--- config.mk ---
export PLATFORM = sky130hd
export DESIGN_NAME = vx_barrier_unit_flat
export DESIGN_NICKNAME = d
export VERILOG_FILES = /design/src/rtl/vx_barrier_unit_if.sv /design/src/rtl/vx_barrier_unit.sv /design/src/flat_wrapper.sv
export SDC_FILE = /design/constraint.sdc
export NUM_CORES = 1
export LEC_CHECK = 0
export ABC_AREA = 0
export CAP_MARGIN = 25
export CORE_UTILIZATION = 35
export DETAILED_ROUTE_END_ITERATION = 8
export GPL_ROUTABILITY_DRIVEN = 1
export PLACE_DENSITY = 0.51
export SETUP_SLACK_MARGIN = 0.15
export SLEW_MARGIN = 25
export SYNTH_ARGS = -nofsm -noshare
export SYNTH_HDL_FRONTEND = slang
export SYNTH_SLANG_ARGS = --single-unit
--- constraint.sdc ---
create_clock -name clk -period 3.7 [get_ports clk]
set_input_delay 0.74 -clock clk [delete_from_list [all_inputs] [get_ports clk]]
set_output_delay 0.74 -clock clk [all_outputs]
set_load 0.05 [all_outputs]
--- src/rtl/vx_barrier_unit_if.sv ---
// Barrier arrival bus from the warp-control stage and release/stall outputs
// toward the warp scheduler.
interface vx_barrier_unit_if #(
    parameter int NUM_WARPS    = 4,
    parameter int NUM_BARRIERS = 4
);
    localparam int NW_WIDTH = (NUM_WARPS > 1) ? $clog2(NUM_WARPS) : 1;
    localparam int NB_WIDTH = (NUM_BARRIERS > 1) ? $clog2(NUM_BARRIERS) : 1;

    logic                 bar_valid;
    logic [NW_WIDTH-1:0]  bar_wid;
    logic [NB_WIDTH-1:0]  bar_id;
    logic [NW_WIDTH-1:0]  bar_size_m1;
    logic [NUM_WARPS-1:0] stalled_warps;
    logic                 release_valid;
    logic [NB_WIDTH-1:0]  release_id;
    logic [NUM_WARPS-1:0] release_mask;

    modport master (
        output bar_valid, bar_wid, bar_id, bar_size_m1,
        input  stalled_warps, release_valid, release_id, release_mask
    );

    modport slave (
        input  bar_valid, bar_wid, bar_id, bar_size_m1,
        output stalled_warps, release_valid, release_id, release_mask
    );
endinterface

--- src/rtl/vx_barrier_unit.sv ---
// Per-core local barrier tracker: counts arrivals per slot, stalls waiting
// warps and releases all participants with a one-cycle pulse on completion.
module vx_barrier_unit #(
    parameter int NUM_WARPS    = 4,
    parameter int NUM_BARRIERS = 4
) (
    input  logic              clk,
    input  logic              reset,
    vx_barrier_unit_if.slave  bar
);
    localparam int NW_WIDTH = (NUM_WARPS > 1) ? $clog2(NUM_WARPS) : 1;
    localparam int NB_WIDTH = (NUM_BARRIERS > 1) ? $clog2(NUM_BARRIERS) : 1;

    logic [NW_WIDTH-1:0]     count_reg [NUM_BARRIERS];
    logic [NW_WIDTH-1:0]     size_reg  [NUM_BARRIERS];
    logic [NUM_WARPS-1:0]    wmask_reg [NUM_BARRIERS];
    logic [NUM_BARRIERS-1:0] busy_reg;

    logic [NUM_WARPS-1:0]    stalled_reg;
    logic                    rel_valid_reg;
    logic [NB_WIDTH-1:0]     rel_id_reg;
    logic [NUM_WARPS-1:0]    rel_mask_reg;

    logic [NUM_WARPS-1:0]    wid_onehot;
    logic [NUM_WARPS-1:0]    sel_wmask;
    logic [NW_WIDTH-1:0]     sel_count;
    logic [NW_WIDTH-1:0]     eff_size;
    logic                    arrive;
    logic                    complete;
    logic [NUM_BARRIERS-1:0] slot_hit;

    // An idle slot uses the incoming size; a busy slot keeps its latched one.
    always_comb begin
        wid_onehot = NUM_WARPS'(1) << bar.bar_wid;
        sel_wmask  = wmask_reg[bar.bar_id];
        sel_count  = count_reg[bar.bar_id];
        eff_size   = busy_reg[bar.bar_id] ? size_reg[bar.bar_id] : bar.bar_size_m1;
        arrive     = bar.bar_valid && ((sel_wmask & wid_onehot) == '0);
        complete   = arrive && (sel_count == eff_size);
    end

    generate
        for (genvar gi = 0; gi < NUM_BARRIERS; gi++) begin : g_slot_hit
            assign slot_hit[gi] = arrive && (bar.bar_id == NB_WIDTH'(gi));
        end
    endgenerate

    always_ff @(posedge clk) begin
        if (reset) begin
            busy_reg <= '0;
            for (int b = 0; b < NUM_BARRIERS; b++) begin
                count_reg[b] <= '0;
                size_reg[b]  <= '0;
                wmask_reg[b] <= '0;
            end
        end else begin
            for (int b = 0; b < NUM_BARRIERS; b++) begin
                if (slot_hit[b]) begin
                    if (!busy_reg[b]) begin
                        size_reg[b] <= bar.bar_size_m1;
                    end
                    if (complete) begin
                        count_reg[b] <= '0;
                        wmask_reg[b] <= '0;
                        busy_reg[b]  <= 1'b0;
                    end else begin
                        count_reg[b] <= count_reg[b] + NW_WIDTH'(1);
                        wmask_reg[b] <= wmask_reg[b] | wid_onehot;
                        busy_reg[b]  <= 1'b1;
                    end
                end
            end
        end
    end

    // The last arriver is released in the same cycle, so it never stalls.
    always_ff @(posedge clk) begin
        if (reset) begin
            stalled_reg   <= '0;
            rel_valid_reg <= 1'b0;
            rel_id_reg    <= '0;
            rel_mask_reg  <= '0;
        end else begin
            rel_valid_reg <= complete;
            rel_id_reg    <= complete ? bar.bar_id : '0;
            rel_mask_reg  <= complete ? (sel_wmask | wid_onehot) : '0;
            if (complete) begin
                stalled_reg <= stalled_reg & ~sel_wmask;
            end else if (arrive) begin
                stalled_reg <= stalled_reg | wid_onehot;
            end
        end
    end

    assign bar.stalled_warps = stalled_reg;
    assign bar.release_valid = rel_valid_reg;
    assign bar.release_id    = rel_id_reg;
    assign bar.release_mask  = rel_mask_reg;
endmodule
--- src/flat_wrapper.sv ---
// flat-port wrapper written by rule: the top's interface ports become plain ports
module vx_barrier_unit_flat 
#(
    parameter int NUM_WARPS    = 4,
    parameter int NUM_BARRIERS = 4
)
  (clk, reset, bar_bar_valid, bar_bar_wid, bar_bar_id, bar_bar_size_m1, bar_stalled_warps, bar_release_valid, bar_release_id, bar_release_mask);
  vx_barrier_unit_if #(.NUM_WARPS(NUM_WARPS), .NUM_BARRIERS(NUM_BARRIERS)) bar_i ();
  input  logic clk;
  input  logic reset;
  input wire logic [$bits(bar_i.bar_valid)-1:0] bar_bar_valid;
  input wire logic [$bits(bar_i.bar_wid)-1:0] bar_bar_wid;
  input wire logic [$bits(bar_i.bar_id)-1:0] bar_bar_id;
  input wire logic [$bits(bar_i.bar_size_m1)-1:0] bar_bar_size_m1;
  output wire logic [$bits(bar_i.stalled_warps)-1:0] bar_stalled_warps;
  output wire logic [$bits(bar_i.release_valid)-1:0] bar_release_valid;
  output wire logic [$bits(bar_i.release_id)-1:0] bar_release_id;
  output wire logic [$bits(bar_i.release_mask)-1:0] bar_release_mask;
  assign bar_i.bar_valid = bar_bar_valid;
  assign bar_i.bar_wid = bar_bar_wid;
  assign bar_i.bar_id = bar_bar_id;
  assign bar_i.bar_size_m1 = bar_bar_size_m1;
  assign bar_stalled_warps = bar_i.stalled_warps;
  assign bar_release_valid = bar_i.release_valid;
  assign bar_release_id = bar_i.release_id;
  assign bar_release_mask = bar_i.release_mask;
  vx_barrier_unit #(.NUM_WARPS(NUM_WARPS), .NUM_BARRIERS(NUM_BARRIERS)) u_core (.clk(clk), .reset(reset), .bar(bar_i));
endmodule
==> impl_results.md <==
- Worst Path Arrival: 3.10 ns
- Share of layout cells above drive strength 1: 26.1%
- Endpoints failing hold: 0
- Synthesized cell area: 2570 µm²
- Max reg flops: 16
- DRT Pass-1 Iters: 4
- Total power: 1.16 mW
- Hold wc startpoint: u_core.bar.stalled_warps[2]$_SDFFE_PP0P_
- Post-layout instance area: 2980 µm²
- Total grt overflow: 0
- Worst reg2reg endpoint: u_core.size_reg[3][0]$_SDFFCE_PN0P_
- Final max-slew violation count: 0
- Initial Utilization: 37.0%
- Max-slew headroom: 35.8%
- CTS buffer count: 5
- Req. time, crit path: 3.67 ns
- Vias in the first global route: 1736
- Detailed router's first-iteration violation count: 63
- Fin crit period: 3.13 ns
- Top cell type's share of synthesized area: 37.4%
- Cell Rows: 30
- Setup Total Neg Slack: 0 ns
- Post-CTS Hold Buffers: 0
- Sequential Power Share: 52.4%
- Placed cell areas: 2900 µm²
- Clock network power share: 26.4%
- Via count: 1791
- Largest net degree at the start of global routing: 27
- Maximum clock insertion buffer count: 2
- Nets: 249
- Vias/cell: 5.31
- Startpoint Class: primary input
- Switching share of power: 30.0%
- Mapped Cells: 215
- Path type of the worst setup path: primary input to register
- Core area: 6940 µm²
- Top cells by area, synth: edfxtp_1 37%, dfxtp_1 12%, nor4_2 8.8%
- CTS sink cnt: 47
- CTS clk-pin slew, worst paths: 0.09 ns
- Top cell type by total area after synthesis: edfxtp_1
- DP HPWL: 4130 µm
- Worst setup path start: bar_bar_id[0]
- Number of max-cap violations: 0
- Tightest Hold Check Type: register to register
- Gpl congestion: 0.748
- # IOs: 20
- DRC Markers: 0
- Syn. warnings: 0
- Peak Freq: 319 MHz
- DR WL/cell: 17.2 µm
- Clock Skews: 0.0119 ns
- CTS resizes: 0
- Crit share post-route: 84.7%
- Peak supply drop: 121 µV
- CTS tree: yes
- Static leakage power: 0.966 nW
- N_diodes: 0
- Syn nets: 224
- Status: complete, no violations
- Antenna-violating nets left: 0
- Synth Area per Inst: 11.9 µm²
- Commonest non-fill, non-tap cells in the layout: 32 x edfxtp_1, 31 x nor2_1, 19 x clkdlybuf4s50_1
- Worst-skew pair later-pin latency: 0.30 ns
- Sw Pwr: 0.347 mW
- RSZ-0062 raised after global routing: no
- Sequential area share after synthesis: 49.1%
- CTS H-tree lvls: 2
- Synth Register Bits: 47
- Chip Width: 87.7 µm
- Setup Buffers After CTS: 0
- Register-to-register setup slack: 1.35 ns
- Cell variety after synth: 37
- Comb pwr share: 21.2%
- Overall Global Routing Usage: 16.5%
- Worst Reg2Reg Path Length in Cells: 4
- Worst Hold End: u_core.bar.stalled_warps[2]$_SDFFE_PP0P_
- CP max FO: 8
- Setup violations, final: 0
- Initial antenna violation count: 0
- Worst slew pin tran: 0.960 ns
- Hold depth: 2
- Die Y: 87.7 µm
- Final WL: 5800 µm
- # port buffers: 19
- CP Capture Type: register
- Root Driver: clkbuf_8
- First-pass GRT wire length: 9450 µm
- P_int: 0.810 mW
- Final core occ: 43.0%
- FF-to-FF Start: u_core.wmask_reg[3][2]$_SDFFCE_PN0P_
- Die Area: 7680 µm²
- Commonest non-fill, non-tap cell in the layout: edfxtp_1
- P&R area growth vs syn: 16.2%
- P per Cell Area: 388 nW/µm²
-- layer usage --
layer,global-route usage [%],wire [µm],vias up
met2,26.3,2690,52
met3,3.58,233,6
li1,-,-,864
met5,0,0,-
met1,22.4,2780,869
met4,5.07,95,0
-- per-stage QoR --
| step | instances | setup slack, ns | hold WS [ns] |
|---|---|---|---|
| final | 337 | 0.567 | 0.485 |
| after CTS | 337 | 0.560 | 0.488 |
| after floorplan | 215 | 0.860 | 0.533 |
| after detailed placement | 329 | 0.232 | 0.469 |
| after global routing | 337 | 0.450 | 0.505 |
| after global placement | 329 | 0.319 | 0.487 |
-- worst max-delay path, cell delays in order --
cell             delay, ns
clkdlybuf4s50_1       0.70
mux4_2                0.62
mux2i_4               0.22
o221ai_1              0.33
o31ai_1               0.48
-- power by group through the flow --
| stage | sequential (mW) | clock [mW] | combinational (mW) |
|---|---|---|---|
| floorplan | 0.628 | 0 | 0.168 |
| global placement | 0.618 | 0 | 0.247 |
| detailed placement | 0.618 | 0 | 0.245 |
| CTS | 0.606 | 0.314 | 0.246 |
| global route | 0.610 | 0.338 | 0.263 |
| finish | 0.606 | 0.306 | 0.246 |
-- synth_stat cells (all sizes together) --
cell type  count
buf           12
and2           1
edfxtp        32
or2            1
mux2i          5
mux4           8
nand2          7
nand3          4
a32oi          2
a21oi          7
a31oi          1
nor2          32
o21ai         11
a21o           3
inv            5
nor2b          6
mux2           2
o31ai          1
nor4b          1
o221a          1
nor4          26
xnor2          6
a311oi         3
clkbuf         3
o21ba          1
o221ai         2
nor3          11
dfxtp         15
nand2b         6
-- worst max-delay path by stage --
stage	endpoint	slack (ns)
6_report	u_core.size_reg[3][0]$_SDFFCE_PN0P_	0.57
2_1_floorplan	u_core.count_reg[1][0]$_SDFFCE_PN0P_	0.86
4_1_cts	u_core.size_reg[3][0]$_SDFFCE_PN0P_	0.56
3_3_place_gp	u_core.wmask_reg[3][3]$_SDFFCE_PN0P_	0.32
3_5_place_dp	u_core.size_reg[3][0]$_SDFFCE_PN0P_	0.23
5_1_grt	u_core.size_reg[3][0]$_SDFFCE_PN0P_	0.45
-- cell families after synthesis --
logic type	Yosys count	synth area share (%)
flip-flops	47	49.1
AND/OR/NAND/NOR	95	24.8
XOR/XNOR	6	2.05
multiplexers	15	10.5
buffers and inverters	20	4.97
AO/OA/AOI/OAI	32	8.63
-- layout make-up --
| cell class | count | area, µm² |
|---|---|---|
| clock buffers | 6 | 72.6 |
| fillers | 666 | 3960 |
| clock inverters | 2 | 12.5 |
| flip-flops and latches | 47 | 1260 |
| multi-input cells | 148 | 1190 |
| repair buffers | 33 | 308 |
| inverters | 5 | 18.8 |
| well taps | 96 | 120 |
No activity file was read; power rests on OpenSTA's default activity.
